### config.mk
export PLATFORM = sky130hd
export DESIGN_NAME = memory_controller_flat
export DESIGN_NICKNAME = d
export VERILOG_FILES = /design/src/rtl/mc_pkg.sv /design/src/rtl/mc_if.sv /design/src/rtl/mc_mem.sv /design/src/rtl/memory_controller.sv /design/src/flat_wrapper.sv
export SDC_FILE = /design/constraint.sdc
export NUM_CORES = 1
export LEC_CHECK = 0
export ABC_AREA = 1
export ABC_CLOCK_PERIOD_IN_PS = 3300
export BUFFER_PORTS_ARGS = -buffer_cell sky130_fd_sc_hd__buf_4
export CAP_MARGIN = 20
export CORE_AREA = 5 5 219 221
export DETAILED_ROUTE_END_ITERATION = 10
export DIE_AREA = 0 0 224 226
export HOLD_SLACK_MARGIN = 0.15
export PLACE_DENSITY_LB_ADDON = 0.1
export SKIP_LAST_GASP = 1
export SLEW_MARGIN = 20
export SYNTH_ARGS = -nofsm -noshare
export SYNTH_HDL_FRONTEND = slang
export SYNTH_HIERARCHICAL = 1
export SYNTH_SLANG_ARGS = --single-unit
### constraint.sdc
create_clock -name mc_clk -period 3.3 [get_ports mc_clk]
set_clock_uncertainty 0.1 [all_clocks]
set_input_delay 0.33 -clock mc_clk [delete_from_list [all_inputs] [get_ports mc_clk]]
set_output_delay 0.33 -clock mc_clk [all_outputs]
set_load 0.01 [all_outputs]
### src/rtl/mc_pkg.sv
// Shared encodings for the memory controller: command codes, default widths, FSM states.
// Imported by the interface, the controller and its RAM.
package mc_pkg;

   localparam int DATA_W_DEF = 8;
   localparam int ADDR_W_DEF = 6;
   localparam int LEN_W      = 6;

   typedef enum logic [2:0] {
      COND_NONE  = 3'b000,
      COND_STORE = 3'b100,
      COND_XFER  = 3'b010,
      COND_PROC  = 3'b001
   } cond_e;

   typedef enum logic [2:0] {
      IDLE     = 3'd0,
      STORE    = 3'd1,
      RD_A     = 3'd2,
      RD_B     = 3'd3,
      XFER_END = 3'd4
   } state_e;

endpackage

### src/rtl/mc_if.sv
// Command/data bundle between the sequencer (master) and the memory controller (slave).
// No flow control: commands are level-coded and start on a change of value.
interface mc_if
   import mc_pkg::*;
#(
   parameter int DATA_W = DATA_W_DEF
);
   logic [2:0]        ctrl_data_contition;
   logic [LEN_W-1:0]  mc_data_length;
   logic [DATA_W-1:0] mc_data_in;
   logic              mc_data_in_valid;
   logic              procc_done;
   logic              mc_done;
   logic              mc_data_done;
   logic [DATA_W-1:0] mc_operand_a;
   logic [DATA_W-1:0] mc_operand_b;

   modport master (
      output ctrl_data_contition, mc_data_length, mc_data_in, mc_data_in_valid, procc_done,
      input  mc_done, mc_data_done, mc_operand_a, mc_operand_b
   );

   modport slave (
      input  ctrl_data_contition, mc_data_length, mc_data_in, mc_data_in_valid, procc_done,
      output mc_done, mc_data_done, mc_operand_a, mc_operand_b
   );

endinterface

### src/rtl/mc_mem.sv
// Single-port RAM, synchronous write and read, contents survive reset.
// Read latency 1 cycle; no backpressure.
module mc_mem #(
   parameter int DATA_W = 8,
   parameter int ADDR_W = 6
) (
   input  logic              mc_clk,
   input  logic              we,
   input  logic [ADDR_W-1:0] addr,
   input  logic [DATA_W-1:0] wdata,
   output logic [DATA_W-1:0] rdata
);
   logic [DATA_W-1:0] mem_array [2**ADDR_W];
   logic [DATA_W-1:0] rdata_q, rdata_d;

   always_comb begin
      rdata_d = mem_array[addr];
   end

   always_ff @(posedge mc_clk) begin
      if (we) begin
         mem_array[addr] <= wdata;
      end
      rdata_q <= rdata_d;
   end

   assign rdata = rdata_q;

endmodule

### src/rtl/memory_controller.sv
// Stores a data set into RAM and hands it out two words at a time as operand pairs.
// Store: mc_done 1 cycle after last write; transfer: mc_done 3 cycles after command; no backpressure.
module memory_controller
   import mc_pkg::*;
#(
   parameter int DATA_W = DATA_W_DEF,
   parameter int ADDR_W = ADDR_W_DEF
) (
   input logic mc_clk,
   input logic mc_reset,
   mc_if.slave bus
);
   // One extra bit so rd_ptr+2 cannot wrap before saturating to len_q.
   localparam int PTR_W = ADDR_W + 1;

   state_e            state_q, state_d;
   logic [2:0]        cond_q, cond_d;
   logic [PTR_W-1:0]  len_q, len_d;
   logic [PTR_W-1:0]  wr_ptr_q, wr_ptr_d;
   logic [PTR_W-1:0]  rd_ptr_q, rd_ptr_d;
   logic              exhausted_q, exhausted_d;
   logic              mc_done_q, mc_done_d;
   logic [DATA_W-1:0] op_a_q, op_a_d;
   logic [DATA_W-1:0] op_b_q, op_b_d;

   logic              mem_we;
   logic [ADDR_W-1:0] mem_addr;
   logic [DATA_W-1:0] mem_rdata;
   logic              cmd_edge;
   logic              abort;
   logic [PTR_W-1:0]  rd_ptr_p1, rd_ptr_p2;

   assign cmd_edge  = (bus.ctrl_data_contition != cond_q);
   assign abort     = (state_q != IDLE) && (bus.ctrl_data_contition == COND_NONE);
   assign rd_ptr_p1 = rd_ptr_q + PTR_W'(1);
   assign rd_ptr_p2 = rd_ptr_q + PTR_W'(2);

   mc_mem #(
      .DATA_W (DATA_W),
      .ADDR_W (ADDR_W)
   ) u_mem (
      .mc_clk (mc_clk),
      .we     (mem_we),
      .addr   (mem_addr),
      .wdata  (bus.mc_data_in),
      .rdata  (mem_rdata)
   );

   always_comb begin
      state_d     = state_q;
      cond_d      = bus.ctrl_data_contition;
      len_d       = len_q;
      wr_ptr_d    = wr_ptr_q;
      rd_ptr_d    = rd_ptr_q;
      exhausted_d = exhausted_q;
      mc_done_d   = 1'b0;
      op_a_d      = op_a_q;
      op_b_d      = op_b_q;
      mem_we      = 1'b0;
      mem_addr    = wr_ptr_q[ADDR_W-1:0];

      if (abort) begin
         state_d = IDLE;
      end else begin
         case (state_q)
            IDLE: begin
               if (cmd_edge && (bus.ctrl_data_contition == COND_STORE)) begin
                  len_d       = PTR_W'(bus.mc_data_length);
                  wr_ptr_d    = '0;
                  rd_ptr_d    = '0;
                  exhausted_d = 1'b0;
                  state_d     = STORE;
               end else if (cmd_edge && (bus.ctrl_data_contition == COND_XFER)) begin
                  mem_addr = rd_ptr_q[ADDR_W-1:0];
                  state_d  = RD_A;
               end
            end
            STORE: begin
               if (wr_ptr_q == len_q) begin
                  mc_done_d = 1'b1;
                  state_d   = IDLE;
               end else if (bus.mc_data_in_valid) begin
                  mem_we   = 1'b1;
                  wr_ptr_d = wr_ptr_q + PTR_W'(1);
               end
            end
            RD_A: begin
               op_a_d   = (rd_ptr_q >= len_q) ? '0 : mem_rdata;
               mem_addr = rd_ptr_p1[ADDR_W-1:0];
               state_d  = RD_B;
            end
            RD_B: begin
               op_b_d   = (rd_ptr_p1 >= len_q) ? '0 : mem_rdata;
               rd_ptr_d = (rd_ptr_p2 > len_q) ? len_q : rd_ptr_p2;
               state_d  = XFER_END;
            end
            XFER_END: begin
               mc_done_d   = 1'b1;
               exhausted_d = (rd_ptr_q == len_q);
               state_d     = IDLE;
            end
            default: state_d = IDLE;
         endcase
      end
   end

   always_ff @(posedge mc_clk) begin
      if (mc_reset) begin
         state_q     <= IDLE;
         cond_q      <= 3'b000;
         len_q       <= '0;
         wr_ptr_q    <= '0;
         rd_ptr_q    <= '0;
         exhausted_q <= 1'b0;
         mc_done_q   <= 1'b0;
         op_a_q      <= '0;
         op_b_q      <= '0;
      end else begin
         state_q     <= state_d;
         cond_q      <= cond_d;
         len_q       <= len_d;
         wr_ptr_q    <= wr_ptr_d;
         rd_ptr_q    <= rd_ptr_d;
         exhausted_q <= exhausted_d;
         mc_done_q   <= mc_done_d;
         op_a_q      <= op_a_d;
         op_b_q      <= op_b_d;
      end
   end

   assign bus.mc_done      = mc_done_q;
   assign bus.mc_data_done = exhausted_q && (bus.ctrl_data_contition == COND_PROC) && bus.procc_done;
   assign bus.mc_operand_a = op_a_q;
   assign bus.mc_operand_b = op_b_q;

endmodule

### src/flat_wrapper.sv
// flat-port wrapper written by rule: the top's interface ports become plain ports
module memory_controller_flat import mc_pkg::*;
#(
   parameter int DATA_W = DATA_W_DEF,
   parameter int ADDR_W = ADDR_W_DEF
)
  (mc_clk, mc_reset, bus_ctrl_data_contition, bus_mc_data_length, bus_mc_data_in, bus_mc_data_in_valid, bus_procc_done, bus_mc_done, bus_mc_data_done, bus_mc_operand_a, bus_mc_operand_b);
  mc_if #(.DATA_W(DATA_W)) bus_i ();
  input logic mc_clk;
  input logic mc_reset;
  input wire logic [$bits(bus_i.ctrl_data_contition)-1:0] bus_ctrl_data_contition;
  input wire logic [$bits(bus_i.mc_data_length)-1:0] bus_mc_data_length;
  input wire logic [$bits(bus_i.mc_data_in)-1:0] bus_mc_data_in;
  input wire logic [$bits(bus_i.mc_data_in_valid)-1:0] bus_mc_data_in_valid;
  input wire logic [$bits(bus_i.procc_done)-1:0] bus_procc_done;
  output wire logic [$bits(bus_i.mc_done)-1:0] bus_mc_done;
  output wire logic [$bits(bus_i.mc_data_done)-1:0] bus_mc_data_done;
  output wire logic [$bits(bus_i.mc_operand_a)-1:0] bus_mc_operand_a;
  output wire logic [$bits(bus_i.mc_operand_b)-1:0] bus_mc_operand_b;
  assign bus_i.ctrl_data_contition = bus_ctrl_data_contition;
  assign bus_i.mc_data_length = bus_mc_data_length;
  assign bus_i.mc_data_in = bus_mc_data_in;
  assign bus_i.mc_data_in_valid = bus_mc_data_in_valid;
  assign bus_i.procc_done = bus_procc_done;
  assign bus_mc_done = bus_i.mc_done;
  assign bus_mc_data_done = bus_i.mc_data_done;
  assign bus_mc_operand_a = bus_i.mc_operand_a;
  assign bus_mc_operand_b = bus_i.mc_operand_b;
  memory_controller #(.DATA_W(DATA_W), .ADDR_W(ADDR_W)) u_core (.mc_clk(mc_clk), .mc_reset(mc_reset), .bus(bus_i));
endmodule
==> results.json <==
{
  "status": "finished clean",
  "dp.cells": 3240,
  "end_kind": "register",
  "slowest_stage": "dlygate4sd3_1",
  "nNetsFinal": 2747,
  "power_density_mw_per_mm2": 700,
  "cp_max_fo": 57,
  "grt_max_degree": 83,
  "synth_cell_types": 41,
  "report.final.setup_viol": 0,
  "fmax_ghz": 0.310,
  "multi_input_area_mm2": 0.00752,
  "ant_nets": 0,
  "fin_crit_sh_pct": 97.6,
  "vias_per_cell": 5.26,
  "seq_area_mm2": 0.0164,
  "final_cell_mix": "nand2_1 (1472), edfxtp_1 (512), buf_4 (155)",
  "cp_cell_sequence": "dlygate4sd3_1 -> buf_4 -> inv_2 -> nand2_1 -> nor2_1 -> nand2_4 -> inv_2 -> nor2_4 -> inv_2 -> a21oi_4 -> o21ai_4 -> buf_12 -> buf_16 -> nand3_1 -> buf_4 -> nor2_1 -> buf_4",
  "num-fill-cells": 3830,
  "clkLatencyLatePin_ps": 620,
  "whs_path_depth": 1,
  "syn_nets": 2615,
  "layout_commonest_cell": "nand2_1",
  "cts_buffer_depth": 3,
  "cp-start-kind": "primary input",
  "cts_setup_buffers": 0,
  "area_growth_pct": 14.7,
  "drive_above_1_share_pct": 11.0,
  "tightestPinTransition_ps": 843,
  "gp_congestion": 0.912,
  "drcViolationCount": 0,
  "worstSetupPathType": "primary input to register",
  "slew_headroom_pct": 43.8,
  "hp-class": "primary input to register",
  "worstHoldStart": "bus_mc_data_in[6]",
  "timing.rr.end": "u_core/u_mem/mem_array[1][5]",
  "pre_cts_ws_ps": 57.5,
  "r2r_setup_slack_ps": 140,
  "r2r-start": "u_core/state_q[2]",
  "ys_seq_elements": 564,
  "peakVddDrop_uv": 483,
  "cts_root_buffer": "clkbuf_16",
  "drt-initial-drc-count": 1402,
  "antennaDiodeCount": 0,
  "finalCriticalPeriod_ps": 3220,
  "rows": 79,
  "layout.cells.non_filler": 3360,
  "p_leak_nw": 12.1,
  "r2r_cells": 14,
  "slew_viol_final": 0,
  "crit_path_start": "bus_ctrl_data_contition[1]",
  "holdWs_ps": 231,
  "cts.clk_slew.worst_paths_ps": 60,
  "wl_per_cell_um": 18.4,
  "antenna_found_initial": 0,
  "core_mm2": 0.0460,
  "die_h_um": 226,
  "drv_cap": 0,
  "grt_pass1_vias": 16900,
  "grt_pass1_wl_um": 95700,
  "arrival_ps": 3450,
  "yosys_warnings": 6,
  "cts_buffers": 58,
  "grt_util_all_layers_pct": 24.3,
  "synth.cell_area_mm2": 0.0249,
  "rsz0062_at_grt": "true",
  "cts_tree": "yes",
  "min_to": "u_core/u_mem/mem_array[14][6]",
  "timing.final.ws_setup_ps": 78.0,
  "dieWidth_um": 224,
  "cp_slowest_stage_delay_ps": 550,
  "p_total_w": 0.0200,
  "critical_path_required_ps": 3530,
  "cts_max_level": 2,
  "io_buffers": 38,
  "final-hold-violation-count": 0,
  "wl_um": 61800,
  "dieArea_mm2": 0.0506,
  "firstDrtPassIters": 5,
  "syn_inst": 2574,
  "vias": 17700,
  "start_util_pct": 54.1,
  "place_hpwl_um": 37900,
  "fin_tns_setup_ps": 0,
  "boundaryPins": 39,
  "synth_seq_area_share_pct": 66.0,
  "cts.sinks": 564,
  "overflow": 0,
  "syn_avg_cell_area_um2": 9.66
}
-- stage by stage --
step	area, um^2	utilization (%)
3_5_place_dp	26500	57.6
6_report	28500	62.0
3_3_place_gp	26500	57.6
4_1_cts	28500	62.0
2_1_floorplan	24900	-
5_1_grt	28500	62.0
-- power by group --
group / internal (W) / switching [W]
registers: 0.00790 / 0.000103
clock network: 0.00382 / 0.00268
logic: 0.00166 / 0.00380
total: 0.0134 / 0.00658
-- sequential cells by signal, summed over array words and instances (netlist names) --
| signal | count |
|---|---|
| u_core/u_mem/rdata | 8 |
| u_core/bus.mc_operand_a | 8 |
| u_core/rd_ptr_q | 7 |
| u_core/exhausted_q | 1 |
| u_core/u_mem/mem_array | 512 |
| u_core/bus.mc_done | 1 |
| u_core/bus.mc_operand_b | 8 |
| u_core/cond_q | 3 |
| u_core/len_q | 6 |
| u_core/wr_ptr_q | 7 |
| u_core/state_q | 3 |
-- what timing repair did --
action	4_1_cts	5_1_grt
hold buffers	13	0
setup endpoints to repair	0	132
gates resized for setup	0	6
hold endpoints to repair	27	0
-- area by class of cell --
cell class                 instances  area share [%]
clock buffer                      69            5.35
clock inverter                    38            1.30
inverter                          92            1.23
multi-input combinational       1809            26.4
sequential                       564            57.6
tap                              607            2.66
timing repair buffer             181            5.48
-- metal layers --
metal / track usage, % / wire (um) / up-vias
li1: - / - / 8608
met1: 34.3 / 27400 / 8478
met2: 40.5 / 29700 / 514
met3: 3.34 / 3620 / 74
met4: 5.91 / 1140 / 0
met5: 0 / 0 / -
-- Yosys cell counts (all sizes together) --
cell type / n / area (um^2)
or2: 7 / 43.8
clkbuf: 26 / 97.6
clkinv: 3 / 11.3
nand4: 18 / 113
nand3: 25 / 140
nor3b: 1 / 7.51
o211ai: 10 / 80.1
nor4: 2 / 12.5
a211oi: 2 / 27.5
xnor2: 5 / 43.8
a31oi: 1 / 6.26
xor2: 8 / 70.1
nor3: 18 / 130
nand2: 1477 / 5570
o22ai: 3 / 18.8
dfxtp: 52 / 1040
and3: 1 / 6.26
buf: 83 / 529
inv: 89 / 334
ha: 20 / 250
o21ai: 38 / 194
a21oi: 47 / 243
a21o: 1 / 7.51
edfxtp: 512 / 15400
nor2: 125 / 504
-- kinds of logic after synthesis --
logic type      synth area share [%]
compound gates                  2.32
flops                           66.0
xor+xnor                       0.458
simple gates                    26.3
buf+inv                         3.91
fa+ha+maj                       1.01
-- worst max path at each step --
stage / endpoint / slack [ps] / depth (start not counted)
6_report: u_core/u_mem/mem_array[1][5] / 80 / 17
5_1_grt: u_core/u_mem/rdata[7] / -30 / 23
4_1_cts: u_core/u_mem/mem_array[1][3] / 90 / 14
3_5_place_dp: u_core/u_mem/mem_array[1][3] / 60 / 16
3_3_place_gp: u_core/u_mem/mem_array[1][4] / 70 / 16
2_1_floorplan: u_core/u_mem/mem_array[41][0] / -90 / 13
-- critical path: cells and delay by family --
kind                   cells  cell delay (ps)
buffers and inverters      9             1860
and+or+nand+nor            6              880
AOI/OAI and AO/OA          2              340
No activity file was read; power rests on OpenSTA's default activity.
